[config.mk]
export PLATFORM = sky130hd
export DESIGN_NAME = lii_stream_packer
export DESIGN_NICKNAME = d
export VERILOG_FILES = /design/src/rtl/lii_pkg.sv /design/src/rtl/lii_rr_arbiter.sv /design/src/rtl/lii_stream_packer.sv
export SDC_FILE = /design/constraint.sdc
export NUM_CORES = 1
export LEC_CHECK = 0
export BUFFER_PORTS_ARGS = -buffer_cell sky130_fd_sc_hd__buf_2
export CAP_MARGIN = 30
export CORE_MARGIN = 3
export CORE_UTILIZATION = 30
export CTS_BUF_LIST = sky130_fd_sc_hd__clkbuf_8 sky130_fd_sc_hd__clkbuf_16
export DETAILED_ROUTE_END_ITERATION = 8
export GPL_TIMING_DRIVEN = 1
export HOLD_SLACK_MARGIN = 0.12
export PLACE_DENSITY = 0.49
export SLEW_MARGIN = 20
export SYNTH_ARGS = -nofsm -noshare
export SYNTH_HDL_FRONTEND = slang
export SYNTH_SLANG_ARGS = --single-unit
[constraint.sdc]
create_clock -name aclk -period 3.25 [get_ports aclk]
set_clock_uncertainty 0.2 [all_clocks]
set_input_delay 0.65 -clock aclk [delete_from_list [all_inputs] [get_ports aclk]]
set_output_delay 0.65 -clock aclk [all_outputs]
set_load 0.02 [all_outputs]
[src/rtl/lii_pkg.sv]
// LII stream packer shared types: id width, lane count, FSM states.
// Imported by the arbiter and the packer top.
package lii_pkg;

  localparam int LII_ID_W = 8;

  typedef enum logic [1:0] {
    ST_IDLE,
    ST_GATHER,
    ST_SEND
  } lii_state_t;

  function automatic int lii_lanes(input int pw, input int dw);
    return pw / dw;
  endfunction

endpackage

[src/rtl/lii_rr_arbiter.sv]
// Round-robin arbiter: one-hot grant searched from last winner + 1.
// The pointer advances only when upd commits the current grant.
module lii_rr_arbiter
  import lii_pkg::*;
#(
  parameter  int NIN = 2,
  localparam int GW  = (NIN > 1) ? $clog2(NIN) : 1
) (
  input  logic           clk,
  input  logic           rst,
  input  logic [NIN-1:0] req,
  input  logic           upd,
  output logic [NIN-1:0] gnt,
  output logic [GW-1:0]  gnt_idx,
  output logic           any
);

  logic [GW-1:0] last;

  // First requester at or after last+1, wrapping.
  always_comb begin
    gnt     = '0;
    gnt_idx = '0;
    any     = 1'b0;
    for (int off = 1; off <= NIN; off++) begin
      if (!any && req[(int'(last) + off) % NIN]) begin
        any = 1'b1;
        gnt[(int'(last) + off) % NIN] = 1'b1;
        gnt_idx = GW'((int'(last) + off) % NIN);
      end
    end
  end

  // Reset pointer to NIN-1 so stream 0 wins first.
  always_ff @(posedge clk) begin
    if (rst) begin
      last <= GW'(NIN - 1);
    end else if (upd && any) begin
      last <= gnt_idx;
    end
  end

endmodule

[src/rtl/lii_stream_packer.sv]
// Packs NIN DW-bit streams into PW-bit phy words, one stream per packet.
// Define LII_PACK_CE_EN to gate ce while any stream is back-pressured.
module lii_stream_packer
  import lii_pkg::*;
#(
  parameter int           NIN      = 2,
  parameter int           DW       = 8,
  parameter int           PW       = 64,
  parameter logic [7:0]   SRC_ID   = 8'd0,
  parameter logic [7:0]   DST_BASE = 8'd0
) (
  input  logic                aclk,
  input  logic                arst,
  input  logic [NIN*DW-1:0]   s_tdata,
  input  logic [NIN-1:0]      s_tvalid,
  input  logic [NIN-1:0]      s_tlast,
  output logic [NIN-1:0]      s_tready,
  output logic [PW-1:0]       lii_out_tdata,
  output logic [PW/DW-1:0]    lii_out_tkeep,
  output logic                lii_out_tvalid,
  output logic                lii_out_tlast,
  input  logic                lii_out_tready,
  output logic [LII_ID_W-1:0] lii_out_src,
  output logic [LII_ID_W-1:0] lii_out_dst,
  output logic                ce
);

  localparam int K  = lii_lanes(PW, DW);
  localparam int LW = (K > 1) ? $clog2(K) : 1;
  localparam int GW = (NIN > 1) ? $clog2(NIN) : 1;

  lii_state_t     st, st_n;
  logic [LW-1:0]  lane_cnt;
  logic [GW-1:0]  gidx;
  logic [NIN-1:0] gsel;
  logic [PW-1:0]  data_r;
  logic [K-1:0]   keep_r;
  logic           last_r;

  logic [NIN-1:0] arb_gnt;
  logic [GW-1:0]  arb_idx;
  logic           arb_any;
  logic           arb_upd;

  logic           beat;
  logic [DW-1:0]  beat_data;
  logic           beat_last;
  logic           word_end;
  logic           send_hs;

  lii_rr_arbiter #(.NIN(NIN)) u_arb (
    .clk     (aclk),
    .rst     (arst),
    .req     (s_tvalid),
    .upd     (arb_upd),
    .gnt     (arb_gnt),
    .gnt_idx (arb_idx),
    .any     (arb_any)
  );

  assign beat_data = s_tdata[gidx*DW +: DW];
  assign beat_last = s_tlast[gidx];
  assign beat      = (st == ST_GATHER) && s_tvalid[gidx];
  assign word_end  = (lane_cnt == LW'(K - 1)) || beat_last;
  assign send_hs   = (st == ST_SEND) && lii_out_tready;
  assign arb_upd   = (st == ST_IDLE) && arb_any;

  assign s_tready       = (st == ST_GATHER) ? gsel : '0;
  assign lii_out_tvalid = (st == ST_SEND);
  assign lii_out_tdata  = data_r;
  assign lii_out_tkeep  = keep_r;
  assign lii_out_tlast  = last_r;
  assign lii_out_src    = SRC_ID;
  assign lii_out_dst    = DST_BASE + LII_ID_W'(gidx);

`ifdef LII_PACK_CE_EN
  assign ce = ~|(s_tvalid & ~s_tready);
`else
  assign ce = 1'b1;
`endif

  // State register.
  always_ff @(posedge aclk) begin
    if (arst) begin
      st <= ST_IDLE;
    end else begin
      st <= st_n;
    end
  end

  // Next state: grant, fill lanes, hold word until accepted.
  always_comb begin
    st_n = st;
    unique case (st)
      ST_IDLE: begin
        if (arb_any) st_n = ST_GATHER;
      end
      ST_GATHER: begin
        if (beat && word_end) st_n = ST_SEND;
      end
      ST_SEND: begin
        if (lii_out_tready) begin
          st_n = last_r ? ST_IDLE : ST_GATHER;
        end
      end
      default: st_n = ST_IDLE;
    endcase
  end

  // Grant capture, lane fill and word clear after handshake.
  always_ff @(posedge aclk) begin
    if (arst) begin
      lane_cnt <= '0;
      gidx     <= '0;
      gsel     <= '0;
      data_r   <= '0;
      keep_r   <= '0;
      last_r   <= 1'b0;
    end else begin
      if (arb_upd) begin
        gidx     <= arb_idx;
        gsel     <= arb_gnt;
        lane_cnt <= '0;
        data_r   <= '0;
        keep_r   <= '0;
        last_r   <= 1'b0;
      end
      if (beat) begin
        data_r[int'(lane_cnt)*DW +: DW] <= beat_data;
        keep_r[lane_cnt] <= 1'b1;
        lane_cnt <= lane_cnt + LW'(1);
        last_r   <= beat_last;
      end
      if (send_hs) begin
        lane_cnt <= '0;
        data_r   <= '0;
        keep_r   <= '0;
        last_r   <= 1'b0;
        if (last_r) gsel <= '0;
      end
    end
  end

endmodule

==> summary.txt, run 1 <==
Floorplan
  – Floorplan row count: 39
  – Overall die width: 115.6 um
  – Core footprint: 0.01156 mm2
  – DIE AREA: 0.01335 mm2
  – Chip Height: 115.6 um
  – Number of top-level pins: 116
  – Initial cell density of the core: 31.14%

CTS
  – Clock edge transition at the registers on the reported setup and hold paths: 60 ps
  – Count of clock tree sinks: 82
  – Root buf cell: sky130_fd_sc_hd__clkbuf_16
  – Total of hold buffers inserted after clock tree synthesis: 0
  – Clock tree buffer depth: 2
  – Number of H-tree levels: 3
  – Post-CTS setup buffer count: 0
  – TritonCTS Buffers: 9
  – Cts repair resizes: 0
  – TritonCTS clock tree: done
  – Clock latency reported for the late side of the worst-skew pair: 330 ps

GRT
  – Antenna violations before repair: 0
  – Vias in the first global route: 2954
  – Maximum number of pins on one net before global-route repair: 60
  – GRT Resource Usage Total: 15.25%
  – First-pass GRT wire length: 15700 um
  – Final global-route overflow total: 0

Synth
  – Most area-consuming cells after synthesis: sky130_fd_sc_hd__dfxtp_1, sky130_fd_sc_hd__a31o_2, sky130_fd_sc_hd__nor3_1
  – Predominant post-synthesis flop cell: sky130_fd_sc_hd__dfxtp_1
  – Share of the yosys chip area belonging to registers: 45.59%
  – Most common cell in the synthesized netlist: sky130_fd_sc_hd__dfxtp_1
  – Number of distinct library cells after synthesis: 44
  – Mapped Area: 0.003601 mm2
  – Area share of the leading cell type in the synthesized netlist: 45.59%
  – Per-instance average area after synthesis: 9.839 um2
  – Synthesis warning total: 0
  – Count of mapped cells out of synthesis: 366
  – Number of flops mapped to enable cells by yosys: 0
  – Async set-reset flop share out of synthesis: 0%
  – Commonest cells in the synthesized netlist: sky130_fd_sc_hd__dfxtp_1, sky130_fd_sc_hd__nor3_1, sky130_fd_sc_hd__a31o_2
  – Synth area leader: sky130_fd_sc_hd__dfxtp_1
  – Number of synthesized register bits: 82

STA
  – Final critical-path required period: 2697 ps
  – Setup repair after global routing missed its margin: false
  – Final period util: 82.97%
  – Count of final hold-check violations: 0
  – Setup-failing EPs final: 0
  – Setup TNS after final layout: 0 ps
  – Worst slew margin relative to its limit: 48.38%
  – Worst setup slack after layout: 553.5 ps
  – Number of pins with negative max-slew slack in the final report: 0
  – Transition time at the pin with the least slew margin: 774.3 ps
  – Highest achievable clock rate: 370.8 MHz

Cells and area
  – Post-Layout Cell Count: 607
  – Syn-to-layout area delta: 23.70%
  – Number of nets in the layout: 488
  – Antenna diode count: 0
  – Design Area, Final: 0.004454 mm2
  – Fraction of final layout cells with drive strength greater than 1: 40.09%
  – Core utilization of the finished layout: 38.52%

Worst setup path
  – Cell-by-cell listing of the critical path: inv_1 > ha_1 > ha_1 > and2b_2 > o21ai_1 > or2_0 > a31o_1
  – Endpoint arrival time on the critical path: 2720 ps
  – Kind of start point of the critical path: flip-flop
  – Kind of cell with the highest combined delay on the critical path: simple AND/OR/NAND/NOR gates
  – Most Frequent Cell on Critical Path: sky130_fd_sc_hd__ha_1
  – Critical path required time: 3280 ps
  – Largest stage delay on the critical path: 550 ps
  – Slowest cell on the critical path: sky130_fd_sc_hd__dfxtp_1
  – Critical path fanouts, max: 10
  – Kind of capture point of the worst setup path: flip-flop
  – CP bufs+invs: 1
  – Type of the setup path with the least slack: reg2reg

Pwr
  – Sequential share of power: 43.7%
  – PwrDens: 546.4 mW/mm2
  – LEAKAGE: 2.044 nW
  – Switching share of power: 27.92%
  – Cell internal pwr: 1.754 mW
  – Maximum vdd ir drop: 262.4 uV
  – Psw: 0.6795 mW
  – Clock network fraction of design power: 41.4%
  – Combinational share of power: 14.9%

Drt
  – Remaining antenna violation count after routing: 0
  – Met3 routed wirelength: 717 um
  – DRC violation count after routing: 0
  – First-iteration detailed-routing DRC count: 159
  – Drt via density: 5.053
  – WL met2: 4421 um
  – Final routed wirelength across all metal layers: 10200 um
  – Overall via count from detail_route: 3067
  – Total routed wire length on the met1 layer: 4927 um
  – Top sig layer: met4
  – Wirelength per Cell: 16.80 um
  – TritonRoute pass-1 iters: 4

Placed design
  – Placed standard-cell area: 0.004159 mm2
  – GP Congestion: 0.7586
  – Total instance count after detailed placement: 592
  – I/O Buffers: 99
  – Detail Placement HPWL: 7159 um
  – Pre-CTS setup slack: 565.8 ps

Flow run
  – Max Cap Viol: 0

Status
  – Result of the run: complete, no violations

Min path
  – Type of the most critical hold path: reg2reg
==> worst paths after layout <==
check        slack [ps]                           end                     start  cells past startpoint
max                 550  lii_out_tdata[51]$_SDFF_PP0_  lane_cnt[0]$_SDFFE_PP0P_                      7
max reg2reg         550  lii_out_tdata[51]$_SDFF_PP0_  lane_cnt[0]$_SDFFE_PP0P_                      7
min                 260            gsel[1]$_SDFF_PP0_        gsel[1]$_SDFF_PP0_                      2
min reg2reg         260            gsel[1]$_SDFF_PP0_        gsel[1]$_SDFF_PP0_                      2
==> cells in the final DEF, fill, tap and decap left out, types with 3 or more instances in the layout <==
master / instances
sky130_fd_sc_hd__nor2b_1: 3
sky130_fd_sc_hd__buf_4: 13
sky130_fd_sc_hd__a31o_2: 46
sky130_fd_sc_hd__ha_1: 5
sky130_fd_sc_hd__clkbuf_16: 9
sky130_fd_sc_hd__nand3_1: 11
sky130_fd_sc_hd__nand2_1: 7
sky130_fd_sc_hd__nand4_2: 5
sky130_fd_sc_hd__nor2_1: 15
sky130_fd_sc_hd__clkinvlp_4: 3
sky130_fd_sc_hd__nor4_1: 9
sky130_fd_sc_hd__a22oi_1: 4
sky130_fd_sc_hd__and2_1: 4
sky130_fd_sc_hd__nand2b_1: 9
sky130_fd_sc_hd__dfxtp_1: 82
sky130_fd_sc_hd__mux2i_1: 16
sky130_fd_sc_hd__inv_1: 7
sky130_fd_sc_hd__buf_2: 99
sky130_fd_sc_hd__nor3_1: 52
sky130_fd_sc_hd__and3_1: 3
sky130_fd_sc_hd__conb_1: 16
sky130_fd_sc_hd__a21oi_1: 5
sky130_fd_sc_hd__a31o_1: 10
sky130_fd_sc_hd__nand4_1: 4
==> kinds of logic after synthesis <==
kind of cell,count (synthesis),share of synthesized area (%)
other cells,2,0.2086
buf+inv,49,8.235
flops,82,45.59
compound gates,79,18.10
simple gates,131,20.95
mux,18,5.177
fa+ha+maj,5,1.737
==> routing by layer <==
layer	global-route usage (%)	vias up
met5	0	-
met4	4.225	0
met3	5.117	11
met2	23.15	98
met1	20.74	1443
li1	-	1515
==> cell type report <==
class	count	area, um2
Clock buffer	10	239.0
Clock inverter	5	56.30
Fill cell	1213	7111
Inverter	6	22.52
Multi-Input combinational cell	249	1723
Sequential cell	82	1642
Tap cell	143	178.9
Timing Repair Buffer	112	593.1
==> tightest hold or removal path: cells and delay by family (launching register included) <==
family          cells  cell delay, ps
flops               1             310
simple gates        1              50
compound gates      1              50
==> power groups by stage <==
stage	registers (mW)	logic, mW	clock network (mW)
3_5_place_dp	1.09	0.365	0
5_1_grt	1.07	0.394	1.07
6_report	1.06	0.363	1.01
3_3_place_gp	1.08	0.363	0
2_1_floorplan	1.08	0.261	0
4_1_cts	1.06	0.366	1.04
==> flip-flops by register name, indices dropped and copies added (netlist names) <==
| register | flops |
|---|---|
| gidx | 1 |
| gsel | 2 |
| lane_cnt | 3 |
| lii_out_tdata | 64 |
| lii_out_tkeep | 8 |
| lii_out_tlast | 1 |
| st | 2 |
| u_arb.last | 1 |
==> metrics by stage <==
| stage | total power, mW | hold WS (ps) |
|---|---|---|
| 4_1_cts | 2.466 | 268.6 |
| 2_1_floorplan | 1.343 | 230.3 |
| 3_5_place_dp | 1.450 | 260.5 |
| 3_3_place_gp | 1.446 | 245.3 |
| 5_1_grt | 2.536 | 293.1 |
| 6_report | 2.434 | 261.7 |
No activity file was read; power rests on OpenSTA's default activity.
==> run 2, diff against run 1 <==
- PLACE_DENSITY: 0.49 -> 0.51
- clock period: 3.25 -> 2.4 ns (I/O delays scaled with it)
==> summary.txt, run 2 (synthesized netlist as in run 1, its figures left out) <==
STA
  – Number of pins with negative max-slew slack in the final report: 0
  – Worst hold-check slack: 248.2 ps
  – Setup repair after global routing missed its margin: true
  – Setup TNS after final layout: 0 ps
  – Setup-failing EPs final: 0
  – Final period util: 93.16%
  – Count of final hold-check violations: 0
  – Highest achievable clock rate: 447.3 MHz
  – Worst setup slack after layout: 164.1 ps
  – Final critical-path required period: 2236 ps

Pwr
  – Maximum vdd ir drop: 381.5 uV
  – LEAKAGE: 2.113 nW
  – PwrDens: 732.8 mW/mm2
  – Total Power: 3.345 mW

Drt
  – Final routed wirelength across all metal layers: 10070 um
  – TritonRoute pass-1 iters: 4
  – First-iteration detailed-routing DRC count: 141
  – Wirelength per Cell: 16.24 um
  – Overall via count from detail_route: 3091
  – Drt via density: 4.985
  – Remaining antenna violation count after routing: 0
  – DRC violation count after routing: 0

Floorplan
  – Chip Height: 115.6 um
  – Overall die width: 115.6 um
  – Number of top-level pins: 116
  – Floorplan row count: 39
  – Core footprint: 0.01156 mm2
  – DIE AREA: 0.01335 mm2
  – Initial cell density of the core: 31.14%

CTS
  – Total of hold buffers inserted after clock tree synthesis: 0
  – Number of H-tree levels: 3
  – Clock edge transition at the registers on the reported setup and hold paths: 60 ps
  – Clock tree buffer depth: 2
  – TritonCTS Buffers: 9
  – Post-CTS setup buffer count: 0
  – Clock latency reported for the late side of the worst-skew pair: 330 ps
  – TritonCTS clock tree: done
  – Cts repair resizes: 0
  – Root buf cell: sky130_fd_sc_hd__clkbuf_16
  – Count of clock tree sinks: 82

Min path
  – Type of the most critical hold path: in2reg

Worst setup path
  – Type of the setup path with the least slack: reg2reg
  – Kind of cell with the highest combined delay on the critical path: simple AND/OR/NAND/NOR gates
  – CP bufs+invs: 1
  – Endpoint arrival time on the critical path: 2260 ps
  – Kind of capture point of the worst setup path: flip-flop
  – Cell-by-cell listing of the critical path: inv_1 > ha_1 > ha_1 > and2b_2 > o21ai_1 > or2_0 > a31o_1
  – Slowest cell on the critical path: sky130_fd_sc_hd__or2_0
  – Kind of start point of the critical path: flip-flop
  – Largest stage delay on the critical path: 390 ps
  – Critical path fanouts, max: 8
  – Critical path required time: 2430 ps
  – Most Frequent Cell on Critical Path: sky130_fd_sc_hd__ha_1

Cells and area
  – Fraction of final layout cells with drive strength greater than 1: 41.93%
  – Flip-flop count of the largest register after layout: 64
  – Post-Layout Cell Count: 620
  – Commonest non-fill, non-tap cell in the layout: sky130_fd_sc_hd__buf_2
  – Footprint of the multi-input gates: 0.001723 mm2
  – Number of nets in the layout: 500
  – Design Area, Final: 0.004564 mm2
  – Flip-flop and latch area: 0.001642 mm2
  – Syn-to-layout area delta: 26.75%
  – Commonest non-fill, non-tap cells in the layout: sky130_fd_sc_hd__buf_2, sky130_fd_sc_hd__dfxtp_1, sky130_fd_sc_hd__nor3_1, sky130_fd_sc_hd__a31o_2, sky130_fd_sc_hd__buf_4
  – Antenna diode count: 0
  – Core utilization of the finished layout: 39.47%
  – Layout filler cell count: 1175

GRT
  – First-pass GRT wire length: 15880 um
  – Final global-route overflow total: 0
  – GRT Resource Usage Total: 15.17%
  – Vias in the first global route: 2989
  – Antenna violations before repair: 0
  – Maximum number of pins on one net before global-route repair: 60

Status
  – Result of the run: complete, no violations

Placed design
  – GP Congestion: 0.7592
  – I/O Buffers: 99
  – Detail Placement HPWL: 7150 um
  – Pre-CTS setup slack: 185.2 ps
  – Placed standard-cell area: 0.004262 mm2
  – Total instance count after detailed placement: 604

Flow run
  – Max Cap Viol: 0
## run 2: layout make-up
cell class,instances,share of cell area [%]
multi-input combinational,249,37.75
sequential,82,35.96
timing repair buffer,124,15.24
clock buffer,9,4.934
tap,143,3.920
clock inverter,7,1.700
inverter,6,0.4934
## run 2: metal layers
metal	share of wire, %	track usage [%]
met1	49	21.55
met2	43	23.15
met3	6.5	3.029
met4	1.1	4.851
met5	0	0
## run 2: final timing paths
path,start,endpoint,slack [ps],cells past startpoint
max,lane_cnt[0]$_SDFFE_PP0P_,lii_out_tdata[51]$_SDFF_PP0_,160,7
max reg2reg,lane_cnt[0]$_SDFFE_PP0P_,lii_out_tdata[51]$_SDFF_PP0_,160,7
min reg2reg,gsel[1]$_SDFF_PP0_,gsel[1]$_SDFF_PP0_,260,2
min,arst,gidx$_SDFFE_PP0P_,250,2
## run 2: power breakdown
group	internal (mW)	switching (mW)	total, mW
registers	1.40	0.0310	1.43
logic	0.183	0.350	0.533
clock network	0.813	0.571	1.38
total	2.39	0.952	3.34
## run 2: worst register-to-register path, delay by kind of cell, from the launching register on
family	cells	cell delay [ps]
compound gates	2	400
simple gates	2	690
flops	1	340
fa+ha+maj	2	430
buf+inv	1	70
==> run 3, diff against run 2 <==
- CORE_MARGIN: 3 -> 2
- RECOVER_POWER: unset -> 25
==> summary.txt, run 3 (synthesized netlist as in run 1, its figures left out) <==
Status
  – Result of the run: complete, no violations

CTS
  – Post-CTS setup buffer count: 0
  – Clock edge transition at the registers on the reported setup and hold paths: 70 ps
  – Count of clock tree sinks: 82
  – Root buf cell: sky130_fd_sc_hd__clkbuf_16
  – Number of H-tree levels: 3
  – Clock latency reported for the late side of the worst-skew pair: 340 ps
  – Clock tree buffer depth: 2
  – TritonCTS Buffers: 9
  – TritonCTS clock tree: done

Drt
  – First-iteration detailed-routing DRC count: 125
  – Drt via density: 4.936
  – Final routed wirelength across all metal layers: 9865 um
  – DRC violation count after routing: 0
  – Wirelength per Cell: 15.83 um
  – TritonRoute pass-1 iters: 4
  – Overall via count from detail_route: 3075
  – Remaining antenna violation count after routing: 0

Worst setup path
  – Launching point of the worst reg2reg path: lane_cnt[0]$_SDFFE_PP0P_
  – End of the worst register-to-register path: lii_out_tdata[19]$_SDFF_PP0_
  – Reg2Reg Setup Slack: 170 ps
  – Critical path required time: 2420 ps
  – Number of cell instances on the worst register-to-register path: 6
  – Cell-by-cell listing of the critical path: inv_1 > ha_1 > ha_1 > o21a_1 > nand4_2 > a31o_2
  – Endpoint arrival time on the critical path: 2260 ps
  – Largest stage delay on the critical path: 420 ps
  – Kind of start point of the critical path: flip-flop
  – Type of the setup path with the least slack: reg2reg
  – Slowest cell on the critical path: sky130_fd_sc_hd__ha_1
  – Most Frequent Cell on Critical Path: sky130_fd_sc_hd__ha_1
  – Kind of capture point of the worst setup path: flip-flop
  – Critical path fanouts, max: 16

Cells and area
  – Antenna diode count: 0
  – Footprint of the multi-input gates: 0.001728 mm2
  – Flip-flop and latch area: 0.001642 mm2
  – Syn-to-layout area delta: 26.55%
  – Flip-flop count of the largest register after layout: 64
  – Layout filler cell count: 1230
  – Commonest non-fill, non-tap cells in the layout: sky130_fd_sc_hd__dfxtp_1, sky130_fd_sc_hd__buf_2, sky130_fd_sc_hd__nor3_1, sky130_fd_sc_hd__a31o_2, sky130_fd_sc_hd__clkbuf_1
  – Commonest non-fill, non-tap cell in the layout: sky130_fd_sc_hd__dfxtp_1
  – Number of nets in the layout: 499
  – Post-Layout Cell Count: 623
  – Fraction of final layout cells with drive strength greater than 1: 33.82%

Floorplan
  – Initial cell density of the core: 30.36%
  – Floorplan row count: 40
  – Overall die width: 113.6 um
  – Chip Height: 113.6 um
  – DIE AREA: 0.01290 mm2
  – Number of top-level pins: 116
  – Core footprint: 0.01186 mm2

Min path
  – Start point of the worst hold path: arst
  – Type of the most critical hold path: in2reg
  – Count of cells along the worst hold path: 2
  – Endpoint of the worst hold-timing path: gidx$_SDFFE_PP0P_

Flow run
  – Max Cap Viol: 0

GRT
  – Final global-route overflow total: 0
  – First-pass GRT wire length: 15170 um
  – Antenna violations before repair: 0
  – Vias in the first global route: 2884
  – GRT Resource Usage Total: 15.11%
  – Maximum number of pins on one net before global-route repair: 60

STA
  – Setup repair after global routing missed its margin: false
  – Count of final hold-check violations: 0
  – Setup TNS after final layout: 0 ps
  – Final period util: 93.05%
  – Setup-failing EPs final: 0
  – Number of pins with negative max-slew slack in the final report: 0
  – Highest achievable clock rate: 447.8 MHz
  – Final critical-path required period: 2233 ps

Pwr
  – PwrDens: 766.6 mW/mm2
  – Maximum vdd ir drop: 311.1 uV
  – LEAKAGE: 1.961 nW

Placed design
  – GP Congestion: 0.7959
  – I/O Buffers: 99
  – Total instance count after detailed placement: 607
  – Detail Placement HPWL: 6855 um
run 3: cell types whose count changed in the layout (fill, tap and decap cells not counted), moves of 3 or more:
cell                       previous run  this run
sky130_fd_sc_hd__buf_2               99        62
sky130_fd_sc_hd__clkbuf_1             0        37
sky130_fd_sc_hd__clkbuf_8             0         3
sky130_fd_sc_hd__clkinv_4             3         0
run 3: area by class of cell:
cell class              count  area share [%]
flip-flops and latches     82           36.02
well taps                 147           4.036
clock inverters             4           1.593
multi-input cells         249           37.92
repair buffers            123           14.09
inverters                   6          0.4942
clock buffers              12           5.848
run 3: critical path: cells and delay by family, from the launching register on:
family	cells	cell delay, ps
buffers and inverters	1	60
adder cells (fa/ha/maj)	2	640
AND/OR/NAND/NOR	1	330
AO/OA/AOI/OAI	2	550
flip-flops	1	330
run 3: timing repair:
item,4_1_cts,5_1_grt
setup endpoints to repair,0,1
hold buffers,0,0
gates resized for setup,0,2
run 3: worst max path at each step:
stage	cells past startpoint	slack (ps)	from	endpoint
floorplan	9	30	lane_cnt[1]$_SDFFE_PP0P_	lii_out_tdata[48]$_SDFF_PP0_
global placement	7	250	lane_cnt[0]$_SDFFE_PP0P_	lii_out_tdata[50]$_SDFF_PP0_
detailed placement	7	200	lane_cnt[0]$_SDFFE_PP0P_	lii_out_tdata[50]$_SDFF_PP0_
CTS	7	180	lane_cnt[0]$_SDFFE_PP0P_	lii_out_tdata[50]$_SDFF_PP0_
global route	7	9	lane_cnt[0]$_SDFFE_PP0P_	lii_out_tdata[20]$_SDFF_PP0_
finish	6	170	lane_cnt[0]$_SDFFE_PP0P_	lii_out_tdata[19]$_SDFF_PP0_
run 3: where the power goes:
part / leakage, nW / internal [mW] / switching (mW)
sequential: 0.662 / 1.40 / 0.0296
combinational: 1.13 / 0.176 / 0.352
clock: 0.165 / 0.995 / 0.544
run 3: layer usage:
layer / GRT usage (%) / wire length [um] / vias to the layer above
met5: 0 / 0 / -
met4: 4.390 / 91 / 0
met3: 4.516 / 494 / 7
met2: 23.39 / 4493 / 71
met1: 20.46 / 4786 / 1449
li1: - / - / 1548
run 3: through the flow:
stage                     power [mW]  instance area (um2)  setup slack (ps)  hold slack [ps]  util [%]
after floorplan                1.818                 3654             26.25            230.3         -
after global placement         1.984                 4259             253.9            242.5     35.91
after detailed placement       1.987                 4259             202.1            252.3     35.91
after CTS                      3.530                 4598             177.8            242.8     38.77
after global routing           3.639                 4557             8.987            249.7     38.42
final                          3.493                 4557             166.7            246.6     38.42
